===== config.mk =====
export PLATFORM = sky130hd
export DESIGN_NAME = seven_seg_scan_ctrl
export DESIGN_NICKNAME = d
export VERILOG_FILES = /design/src/rtl/seven_seg_scan_ctrl.sv
export SDC_FILE = /design/constraint.sdc
export NUM_CORES = 1
export LEC_CHECK = 0
export CAP_MARGIN = 30
export CORE_UTILIZATION = 50
export CTS_CLUSTER_DIAMETER = 60
export DETAILED_ROUTE_END_ITERATION = 7
export HOLD_SLACK_MARGIN = 0.05
export PLACE_DENSITY = 0.72
export RECOVER_POWER = 100
export SYNTH_ARGS = -nofsm -noshare
export SYNTH_HDL_FRONTEND = slang
export SYNTH_SLANG_ARGS = --single-unit

===== constraint.sdc =====
create_clock -name clk -period 6.1 [get_ports clk]
set_input_delay 0.61 -clock clk [delete_from_list [all_inputs] [get_ports clk]]
set_output_delay 0.61 -clock clk [all_outputs]
set_load 0.05 [all_outputs]

===== src/rtl/seven_seg_scan_ctrl.sv =====
// Time-multiplexed scan controller for common-anode 7-segment digits with a double-buffered frame.
// Optional build macro LEADING_ZERO_BLANK_EN blanks leading zero digits (digit 0 is never blanked).
module seven_seg_scan_ctrl #(
    parameter int unsigned NUM_DIGITS = 8,
    parameter int unsigned PRESCALE   = 100000,
    parameter int unsigned GAP_CYC    = 16
) (
    input  logic                          clk,
    input  logic                          rst_n,
    input  logic                          en,
    input  logic                          load,
    input  logic [4*NUM_DIGITS-1:0]       digits_in,
    input  logic [NUM_DIGITS-1:0]         digit_mask,
    output logic [3:0]                    bcd_out,
    output logic [NUM_DIGITS-1:0]         an_n,
    output logic [$clog2(NUM_DIGITS)-1:0] digit_idx,
    output logic                          frame_tick
);

    localparam int unsigned IDX_W   = $clog2(NUM_DIGITS);
    localparam int unsigned DATA_W  = 4 * NUM_DIGITS;
    localparam int unsigned CNT_MAX = (PRESCALE > GAP_CYC) ? PRESCALE : GAP_CYC;
    localparam int unsigned CNT_W   = $clog2(CNT_MAX + 1);

    typedef enum logic [1:0] {
        ST_IDLE = 2'd0,
        ST_GAP  = 2'd1,
        ST_ON   = 2'd2
    } state_e;

    state_e                  state_q, state_d;
    logic [CNT_W-1:0]        cnt_q, cnt_d;
    logic [IDX_W-1:0]        idx_q, idx_d;
    logic [DATA_W-1:0]       pending_q, pending_d;
    logic [DATA_W-1:0]       active_q, active_d;
    logic [3:0]              bcd_q, bcd_d;
    logic [NUM_DIGITS-1:0]   an_n_q, an_n_d;
    logic [IDX_W-1:0]        digit_idx_q, digit_idx_d;
    logic                    frame_tick_q, frame_tick_d;
    logic [3:0]              sel_digit_c;
    logic                    lit_c;

    // Sequencing: counter is shared by the dark gap and the lit slot.
    always_comb begin
        state_d      = state_q;
        cnt_d        = cnt_q;
        idx_d        = idx_q;
        active_d     = active_q;
        pending_d    = load ? digits_in : pending_q;
        frame_tick_d = 1'b0;
        if (!en) begin
            state_d = ST_IDLE;
            cnt_d   = '0;
            idx_d   = '0;
        end else begin
            unique case (state_q)
                ST_IDLE: begin
                    state_d  = ST_GAP;
                    cnt_d    = '0;
                    idx_d    = '0;
                    active_d = pending_q;
                end
                ST_GAP: begin
                    if (cnt_q == CNT_W'(GAP_CYC - 1)) begin
                        state_d = ST_ON;
                        cnt_d   = '0;
                    end else begin
                        cnt_d = cnt_q + CNT_W'(1);
                    end
                end
                ST_ON: begin
                    if (cnt_q == CNT_W'(PRESCALE - 1)) begin
                        state_d = ST_GAP;
                        cnt_d   = '0;
                        if (idx_q == IDX_W'(NUM_DIGITS - 1)) begin
                            idx_d        = '0;
                            frame_tick_d = 1'b1;
                            active_d     = load ? digits_in : pending_q;
                        end else begin
                            idx_d = idx_q + IDX_W'(1);
                        end
                    end else begin
                        cnt_d = cnt_q + CNT_W'(1);
                    end
                end
                default: begin
                    state_d = ST_IDLE;
                    cnt_d   = '0;
                    idx_d   = '0;
                end
            endcase
        end
    end

`ifdef LEADING_ZERO_BLANK_EN
    logic [NUM_DIGITS-1:0] blank_c;
    logic                  zero_above_c;

    // A digit is blank when it and every more significant digit of the frame are zero.
    always_comb begin
        blank_c      = '0;
        zero_above_c = 1'b1;
        for (int k = int'(NUM_DIGITS) - 1; k >= 1; k--) begin
            zero_above_c = zero_above_c && (active_d[4*k +: 4] == 4'd0);
            blank_c[k]   = zero_above_c;
        end
    end
`endif

    // Registered outputs derived from the next state so they align with it.
    always_comb begin
        sel_digit_c = active_d[4*int'(idx_d) +: 4];
`ifdef LEADING_ZERO_BLANK_EN
        lit_c = digit_mask[idx_d] && !blank_c[idx_d];
`else
        lit_c = digit_mask[idx_d];
`endif
        an_n_d      = '1;
        bcd_d       = 4'd0;
        digit_idx_d = idx_d;
        unique case (state_d)
            ST_GAP: bcd_d = sel_digit_c;
            ST_ON: begin
                bcd_d = sel_digit_c;
                if (lit_c) begin
                    an_n_d[idx_d] = 1'b0;
                end
            end
            default: bcd_d = 4'd0;
        endcase
    end

    always_ff @(posedge clk or negedge rst_n) begin
        if (!rst_n) begin
            state_q      <= ST_IDLE;
            cnt_q        <= '0;
            idx_q        <= '0;
            pending_q    <= '0;
            active_q     <= '0;
            bcd_q        <= 4'd0;
            an_n_q       <= '1;
            digit_idx_q  <= '0;
            frame_tick_q <= 1'b0;
        end else begin
            state_q      <= state_d;
            cnt_q        <= cnt_d;
            idx_q        <= idx_d;
            pending_q    <= pending_d;
            active_q     <= active_d;
            bcd_q        <= bcd_d;
            an_n_q       <= an_n_d;
            digit_idx_q  <= digit_idx_d;
            frame_tick_q <= frame_tick_d;
        end
    end

    assign bcd_out    = bcd_q;
    assign an_n       = an_n_q;
    assign digit_idx  = digit_idx_q;
    assign frame_tick = frame_tick_q;

endmodule


==> reports/metrics.csv <==
metric,value,unit
viasPerCell,6.062,
post-route-period-util,68.90,%
drv_slew,69,
track_usage,24.52,%
num_rows,34,
initial_utilization,52.12,%
detail_route.first_pass.iterations,8,
cts_tree,done,
grt_overflow_total,0,
fp.dieH,97.81,µm
grt-busiest-layer,met2,
max_clock_freq,237.9,MHz
dp_cells,547,
grt_max_degree,56,
worstPathArrival,4.49,ns
dieArea,9566,µm²
power.density,247.9,nW/µm²
worstSkewPairLatency,0.37,ns
p_total,1.356,mW
h-tree-depth,3,
irDropWorstVdd,110.4,µV
synth_edf_count,0,
max-slew-margin-rel,-34.12,%
ios,60,
endpoint_kind,flip-flop,
drive_gt1_share,8.333,%
syn_inst,394,
cts_buffer_depth,2,
final_antenna_net_count,0,
status,"finished, violations left",
syn_nets,446,
rsz0062_at_grt,false,
antenna_found_initial,0,
drt_iter0_drc,268,
dp_hpwl,7632,µm
ys_ff_latch,99,
final_util,62.11,%
fin_cells,564,
grt_pass1_wl,18170,µm
use_met3,5.297,%
yosys-top-cells-area,"dfrtp_1 50%, mux2_2 8.6%, dfstp_2 4.6%, a222oi_1 4.1%, mux2i_1 3.3%",
fin_ws,1.897,ns
drc,12,
final_cell_mix,"91 x dfrtp_1, 41 x clkdlybuf4s50_1, 30 x inv_1, 28 x nor2_1, 28 x mux2_1",
start_kind,flip-flop,
postSynthAreaPerCell,11.65,µm²
place_congestion,0.8497,
pre_cts_slack,2.054,ns
routed_wl,10790,µm
yosys_warnings,0,
synth-main-ff-cell,dfrtp_1,
final_common_cell,dfrtp_1,
finClkSkew,0.01372,ns
crit_path_max_incr_delay,1.10,ns
worstSetupPathType,reg2reg,
vias,3419,
path_cells,or4_1 > or2_0 > nor3_1 > clkbuf_1 > a221o_1 > mux2i_1 > a221oi_1 > a21boi_0,
synth_top_area_share,49.62,%
diodes,0,
synth_area_leader_cell,dfrtp_1,
use_met1,33.57,%
cp_num_buf_inv,1,
path_delay_family,simple AND/OR/NAND/NOR gates,
clk_pin_slew,0.09,ns
cp_max_fo,20,
routedWlPerCell,19.13,µm
cts_buffers,9,
grt_pass1_vias,3501,
ctsResizeCount,0,
grt_util_met2,38.95,%
die_w,97.81,µm
port_buffers,59,
syn_area,4589,µm²
root_buffer,clkbuf_8,
crit_path_top_delay_cell,nor3_1,
tightest_slew,2.012,ns
worstHoldPathType,reg2reg,
maxCapViolCount,2,
setup_tns,0,ns
required,6.39,ns
power.leakage,2.392,nW
yosysSeqAreaShare,54.20,%
setup_violations,0,
ys_types,50,
core,8806,µm²
layout.nets,503,
area_growth,19.17,%
finalCriticalPeriod,4.203,ns
numClockSinks,99,
violations,"design-rule violations, max-capacitance violations, max-slew violations",
hold_viol_final,0,
ys_async_sr_fraction,100.0,%
## final timing paths
check	from	endpoint	slack, ns	cells after the start
setup reg to reg	cnt_q[12]	bcd_out[3]	1.90	8
min in group asynchronous	rst_n	pending_q[6]	0.73	2
max in group asynchronous	rst_n	digit_idx[2]	3.10	3
setup / recovery	cnt_q[12]	bcd_out[3]	1.90	8
hold / removal	cnt_q[0]	cnt_q[0]	0.47	1
hold reg to reg	cnt_q[0]	cnt_q[0]	0.47	1
## cell families after synthesis
family                   Yosys count  share of synthesized area, %
buffers and inverters             49                         4.307
AND/OR/NAND/NOR                  107                         12.38
flip-flops                        99                         54.20
multiplexers                      50                         11.86
AO/OA/AOI/OAI                     66                         12.21
adder cells (fa/ha/maj)            8                         2.181
XOR/XNOR                          15                         2.863
## synthesized netlist by cell type, drive strengths merged (9+ instances only)
cell type and count:
mux2 35, nor2 28, clkbuf 12, a221o 12
nand2 14, and3 15, nand3 13, mux2i 15
dfrtp 91, a21oi 9, inv 30, a222oi 19
## layer usage
| layer | part of all wire (%) | routed length (µm) | vias to the layer above |
|---|---|---|---|
| met5 | 0 | 0 | - |
| met4 | 1.8 | 197 | 0 |
| met3 | 6.1 | 656 | 15 |
| met2 | 47 | 5109 | 126 |
| met1 | 45 | 4825 | 1709 |
| li1 | - | - | 1569 |
## state kept, by name, summed over array words and instances, names as in the netlist
register    cells
an_n            8
frame_tick      1
active_q       32
state_q         2
digit_idx       3
cnt_q          17
bcd_out         4
pending_q      32
## where the power goes
group | leakage, nW | internal [mW] | switching, mW
sequential | 1.23 | 0.716 | 0.0236
combinational | 1.06 | 0.0908 | 0.0985
clock | 0.102 | 0.201 | 0.226
total | 2.39 | 1.01 | 0.348
## stage by stage
step,hold WS (ns),instance area (µm²)
6_report,0.4701,5469
5_1_grt,0.5023,5469
4_1_cts,0.4722,5509
3_5_place_dp,0.4491,5296
3_3_place_gp,0.4398,5254
2_1_floorplan,0.3144,4589
## repair_timing
action | CTS | global route
endpoints found under the hold margin | 5 | 0
hold buffers | 1 | 0
buffers inserted | 0 | 0
## layout make-up
type | count | area (µm²)
Clock buffer | 10 | 137.6
Clock inverter | 6 | 65.06
Fill cell | 704 | 3337
Inverter | 30 | 112.6
Multi-Input combinational cell | 246 | 1891
Sequential cell | 99 | 2487
Tap cell | 108 | 135.1
Timing Repair Buffer | 65 | 640.6
(Power assumes the default switching activity.)
